==> config.mk <==
export PLATFORM = sky130hd
export DESIGN_NAME = addsub_iter
export DESIGN_NICKNAME = d
export VERILOG_FILES = /design/src/rtl/alu_pkg.sv /design/src/rtl/addsub_chunk.sv /design/src/rtl/addsub_iter.sv
export SDC_FILE = /design/constraint.sdc
export NUM_CORES = 1
export LEC_CHECK = 0
export ABC_CLOCK_PERIOD_IN_PS = 2600
export BUFFER_PORTS_ARGS = -buffer_cell sky130_fd_sc_hd__buf_4
export CAP_MARGIN = 20
export CORE_ASPECT_RATIO = 1.2
export CORE_UTILIZATION = 40
export CTS_CLUSTER_DIAMETER = 60
export DETAILED_ROUTE_END_ITERATION = 8
export GPL_TIMING_DRIVEN = 0
export SETUP_SLACK_MARGIN = 0.2
export SYNTH_ARGS = -nofsm -noshare
export SYNTH_HDL_FRONTEND = slang
export SYNTH_SLANG_ARGS = --single-unit
==> constraint.sdc <==
create_clock -name clk -period 2.6 [get_ports clk]
set_input_delay 0.78 -clock clk [delete_from_list [all_inputs] [get_ports clk]]
set_output_delay 0.78 -clock clk [all_outputs]
set_load 0.1 [all_outputs]
==> src/rtl/alu_pkg.sv <==
// Shared encodings for the EX-stage arithmetic units: operation codes and
// the state encoding of the iterative add/subtract controller.
package alu_pkg;

  localparam logic [1:0] OP_ADD  = 2'b00;
  localparam logic [1:0] OP_SUB  = 2'b01;
  localparam logic [1:0] OP_SLT  = 2'b10;
  localparam logic [1:0] OP_SLTU = 2'b11;

  typedef enum logic [1:0] {
    ST_IDLE = 2'b00,
    ST_RUN  = 2'b01,
    ST_DONE = 2'b10
  } state_e;

endpackage

==> src/rtl/addsub_chunk.sv <==
// One CHUNK-bit ripple slice of the iterative adder. Besides the slice sum
// and carry out it exposes the carry into the slice MSB, which the top level
// needs on the final slice to form the signed overflow flag.
module addsub_chunk #(
  parameter int CHUNK = 8
) (
  input  logic [CHUNK-1:0] x,
  input  logic [CHUNK-1:0] y,
  input  logic             cin,
  output logic [CHUNK-1:0] s,
  output logic             cout,
  output logic             c_msb
);

  logic [CHUNK:0] full_s;

  // Slice addition; the MSB carry-in is recovered from the MSB sum bit
  always_comb begin
    full_s = {1'b0, x} + {1'b0, y} + {{CHUNK{1'b0}}, cin};
    s      = full_s[CHUNK-1:0];
    cout   = full_s[CHUNK];
    c_msb  = full_s[CHUNK-1] ^ x[CHUNK-1] ^ y[CHUNK-1];
  end

endmodule

==> src/rtl/addsub_iter.sv <==
// Multi-cycle add/subtract/compare unit. Operands are latched on an accepted
// start, then the carry chain is resolved CHUNK bits per clock by shifting
// the operand registers right and shifting slice sums in from the top. The
// final slice drives result and flags, which then hold until the next
// operation completes.
module addsub_iter
  import alu_pkg::*;
#(
  parameter int WIDTH = 32,
  parameter int CHUNK = 8
) (
  input  logic             clk,
  input  logic             reset,
  input  logic             start,
  input  logic [1:0]       op,
  input  logic [WIDTH-1:0] a,
  input  logic [WIDTH-1:0] b,
  output logic             busy,
  output logic             done,
  output logic [WIDTH-1:0] result,
  output logic             cout,
  output logic             ovf,
  output logic             zero,
  output logic             neg
);

  localparam int NCHUNK = WIDTH / CHUNK;
  localparam int IDXW   = $clog2(NCHUNK) + 1;
  localparam logic [IDXW-1:0] LAST_IDX = IDXW'(NCHUNK - 1);

  state_e                   state_r, state_nx_s;
  logic [WIDTH-1:0]         a_r, b_r, sum_r;
  logic [1:0]               op_r;
  logic                     carry_r;
  logic [IDXW-1:0]          idx_r;
  logic                     busy_r, done_r, cout_r, ovf_r, zero_r, neg_r;
  logic [WIDTH-1:0]         result_r;

  logic                     accept_s, last_s;
  logic [CHUNK-1:0]         slice_s;
  logic                     slice_cout_s, slice_cmsb_s;
  logic [WIDTH+CHUNK-1:0]   cat_s;
  logic [WIDTH-1:0]         sum_full_s, res_s;
  logic                     ovf_s, zero_s, neg_s;

  addsub_chunk #(.CHUNK(CHUNK)) u_chunk (
    .x     (a_r[CHUNK-1:0]),
    .y     (b_r[CHUNK-1:0]),
    .cin   (carry_r),
    .s     (slice_s),
    .cout  (slice_cout_s),
    .c_msb (slice_cmsb_s)
  );

  // State register; reset wins over any start on the same edge
  always_ff @(posedge clk) begin
    if (reset) state_r <= ST_IDLE;
    else       state_r <= state_nx_s;
  end

  // Next-state logic plus start-acceptance and last-slice decode
  always_comb begin
    state_nx_s = state_r;
    accept_s   = 1'b0;
    last_s     = 1'b0;
    case (state_r)
      ST_IDLE: begin
        if (start) begin
          state_nx_s = ST_RUN;
          accept_s   = 1'b1;
        end else begin
          state_nx_s = ST_IDLE;
        end
      end
      ST_RUN: begin
        if (idx_r == LAST_IDX) begin
          state_nx_s = ST_DONE;
          last_s     = 1'b1;
        end else begin
          state_nx_s = ST_RUN;
        end
      end
      ST_DONE: begin
        if (start) begin
          state_nx_s = ST_RUN;
          accept_s   = 1'b1;
        end else begin
          state_nx_s = ST_IDLE;
        end
      end
      default: state_nx_s = ST_IDLE;
    endcase
  end

  // Sum after this slice and the result/flags it implies on the last slice
  always_comb begin
    cat_s      = {slice_s, sum_r};
    sum_full_s = cat_s[WIDTH+CHUNK-1:CHUNK];
    ovf_s      = slice_cmsb_s ^ slice_cout_s;
    zero_s     = (sum_full_s == {WIDTH{1'b0}});
    neg_s      = sum_full_s[WIDTH-1];
    case (op_r)
      OP_ADD:  res_s = sum_full_s;
      OP_SUB:  res_s = sum_full_s;
      OP_SLT:  res_s = {{(WIDTH-1){1'b0}}, neg_s ^ ovf_s};
      OP_SLTU: res_s = {{(WIDTH-1){1'b0}}, ~slice_cout_s};
      default: res_s = sum_full_s;
    endcase
  end

  // Operand capture, per-slice iteration and registered outputs
  always_ff @(posedge clk) begin
    if (reset) begin
      a_r      <= {WIDTH{1'b0}};
      b_r      <= {WIDTH{1'b0}};
      sum_r    <= {WIDTH{1'b0}};
      op_r     <= OP_ADD;
      carry_r  <= 1'b0;
      idx_r    <= {IDXW{1'b0}};
      busy_r   <= 1'b0;
      done_r   <= 1'b0;
      result_r <= {WIDTH{1'b0}};
      cout_r   <= 1'b0;
      ovf_r    <= 1'b0;
      zero_r   <= 1'b0;
      neg_r    <= 1'b0;
    end else begin
      busy_r <= (state_nx_s == ST_RUN);
      done_r <= (state_nx_s == ST_DONE);
      if (accept_s) begin
        a_r     <= a;
        b_r     <= (op == OP_ADD) ? b : ~b;
        op_r    <= op;
        carry_r <= (op != OP_ADD);
        idx_r   <= {IDXW{1'b0}};
      end else if (state_r == ST_RUN) begin
        a_r     <= a_r >> CHUNK;
        b_r     <= b_r >> CHUNK;
        sum_r   <= sum_full_s;
        carry_r <= slice_cout_s;
        idx_r   <= idx_r + IDXW'(1);
        if (last_s) begin
          result_r <= res_s;
          cout_r   <= slice_cout_s;
          ovf_r    <= ovf_s;
          zero_r   <= zero_s;
          neg_r    <= neg_s;
        end
      end
    end
  end

  assign busy   = busy_r;
  assign done   = done_r;
  assign result = result_r;
  assign cout   = cout_r;
  assign ovf    = ovf_r;
  assign zero   = zero_r;
  assign neg    = neg_r;

endmodule

==> metrics <==
status finished with violations; failing checks setup timing; R2R cell count 8; IO buf count between 100 and 150; vias per inst 5.32; antenna violations before repair 0; first-pass GRT wire length 26200 um; worst hold start a_r[2]; setup ws final -0.0790 ns; IO Pins 107; CTS tree done; Yosys top cell area share between 40 and 50%; r2r setup slk -0.08 ns; Longest Clk Path Bufs 2; Synth area leaders dfxtp_1, a21oi_1, nand2_1, a22oi_1, nor2_1; CP Launch Type flip-flop; largest net degree at the start of global routing 17; Synth Area in XOR/XNOR 6.57%; Worst EP required 2.93 ns; average routed wire per standard cell 16.7 um; worst-path fanout max 2; largest family of logic cells by synthesized area simple AND/OR/NAND/NOR gates; worst r2r src b_r[0]; cell with the most instances after synthesis dfxtp_1; DRT Pass-1 Iters 6; switching power 1.34 mW; Clk network pwr share 44.7%; TritonCTS Sinks 134; VDD IR max 355 uV; die width 111 um; Post-synth EDFFs 0; clock latency at the later pin of the worst-skew pair 0.42 ns; Simple-Gate Fraction of Synth Area 20.6%; FFs w/ async S/R, synth 0%; Hold Fails Final Rpt 0; DP HPWL 12300 um; Syn-to-layout area delta 30.0%; Die ar. 0.0147 sq mm; CTS buffer count 17; via count 5238; Int Pwr a little under 4 mW; synth unique cells 45; final period utilization 103%; Logic pwr share 13.1%; core area 0.0138 sq mm; Hold Path End a_r[2]; drt drc 0; Yosys reg bits 134; CTS root buf clkbuf_16; Seq pwr share between 40% and 50%; worst hold-check path type flip-flop to flip-flop; post-synthesis adder-cell area fraction 2.69%; Fmax 0.373 GHz; ant diodes 0; Final nets between 800 and 900; DP Worst Slack -0.158 ns; Mapped Area 0.00568 sq mm; Final Routed Wirelength 16400 um; clk_skew 0.00727 ns; Tightest Pin Transition 0.766 ns; Die Y 133 um; global placement routability congestion around 0.87; hold depth 2; cell taking the most area after synthesis dfxtp_1; Syn Inst Count 671; layout cells sized above 1 about a fifth; crit end category flip-flop; H-tree Lvls 4; Sw Ratio 25.4%; minimum clock period 2.68 ns; Synth top cells by count dfxtp_1, nand2_1, nor2_1; Clk pin slew, worst setup/hold paths 0.06 ns; complex-gate fraction of the synthesized area 18.6%; Pins Over Slew Limit 0; fin area 0.00738 sq mm; FILL cells 1301; Seq/Total Area, Yosys 47.2%; Post-DP Area 0.00669 sq mm; worst r2r dst zero; Slew headroom 48.9%; syn nets 751; total grt overflow 0; CP Class flip-flop to flip-flop; vias in the first global route 5193; Pleak 2.84 nW; multiplexer share of the synthesized area less than 1%; row cnt 47; Final Setup Violations 1; Synth warnings 0; RSZ-0062 raised after global routing true; Initial DRC Count ~310; GRT Total Usage between 20% and 30%; Detail Route Antenna Nets 0; critical path data arrival time about 3 ns; syn avg cell area 8.46 sq um; Max Cap Viol 0; pwr dens 718 mW/mm^2; Initial Util slightly above 40%; top_reg_cell synth dfxtp_1
## how the worst max path moves through the flow
stage,from,to,slack (ns),depth (start not counted)
finish,b_r[0],zero,-0.08,8
floorplan,a_r[0],zero,0.15,8
detailed placement,b_r[0],zero,-0.16,8
global placement,b_r[0],zero,-0.17,8
CTS,b_r[0],zero,-0.09,8
global route,b_r[0],zero,-0.16,8
## registers in the layout (all words and copies together), names as in the netlist, 2 cells and up
| register | count |
|---|---|
| state_r | 2 |
| result | 32 |
| idx_r | 3 |
| sum_r | 24 |
| a_r | 32 |
| op_r | 2 |
| b_r | 32 |
## placed cells by master (no fill, tap or decap), types with 3 or more instances in the layout
master       n
buf_4      111
a21oi_1     82
xor2_1       4
xnor2_1     35
clkbuf_8     4
nor4_1       5
a22oi_1     47
nor3b_1     25
a2111oi_0    4
nor3_1      15
clkinv_2     3
dfxtp_2      3
clkbuf_1    48
a311oi_1    11
o22ai_1      8
nand2b_1     3
nor2_1      89
ha_1         9
dfxtp_1    131
nand3_1      4
nand2_1    101
clkbuf_16   17
inv_1        4
buf_1        5
## logic make-up (layout without fill, tap and decap cells)
kind of cell,after synthesis,in the layout
XOR/XNOR,41,41
buffers and inverters,60,202
multiplexers,2,2
adder cells (fa/ha/maj),11,11
AND/OR/NAND/NOR,258,258
AO/OA/AOI/OAI,165,165
flip-flops,134,134
## per-layer routing
metal | global-route usage, % | share of wire, % | routed length (um)
met5 | 0 | 0 | 0
met3 | 4.21 | 4.2 | 697
met1 | 26.5 | 42 | 6950
met2 | 41.1 | 51 | 8380
met4 | 9.11 | 2.5 | 415
## critical path: stages, from the launching register on
cell and delay (ns):
dfxtp_2 0.36, fa_2 0.23, inv_2 0.04, fa_2 0.55
nor4b_4 0.19, nand4_1 0.12, or4_4 0.51, or4_4 0.43
o31ai_2 0.17
## power groups by stage
stage	clock (mW)	sequential, mW	combinational (mW)
final	2.37	2.24	0.696
after global routing	2.47	2.24	0.765
after CTS	2.39	2.23	0.683
after detailed placement	0	2.28	0.660
after global placement	0	2.28	0.650
after floorplan	0	2.26	0.424
## area by class of cell
type / instances / area (sq um) / area share (%)
clock buffers: 22 / 484 / 6.56
multi-input cells: 477 / 2820 / 38.3
repair buffers: 112 / 845 / 11.4
flip-flops and latches: 134 / 2690 / 36.4
well taps: 171 / 214 / 2.90
clock inverters: 8 / 98.8 / 1.34
plain buffers: 55 / 210 / 2.85
inverters: 5 / 18.8 / 0.254
## through the flow
stage | power, mW | std cells | hold slack [ns] | util (%) | setup TNS, ns
floorplan | 2.68 | 671 | 0.431 | - | 0
global placement | 2.93 | 947 | 0.454 | 48.4 | -0.176
detailed placement | 2.94 | 947 | 0.455 | 48.4 | -0.263
CTS | 5.31 | 979 | 0.463 | 53.0 | -0.0889
global route | 5.48 | 984 | 0.486 | 53.4 | -0.158
finish | 5.30 | 984 | 0.460 | 53.4 | -0.0790
## repair_timing
action,in CTS,in global routing
pin swaps,3,6
setup endpoints to repair,2,3
buffers inserted,2,5
hold buffers,0,0
gates resized for setup,8,6
Note: power is estimated with default switching activity, not from simulation.
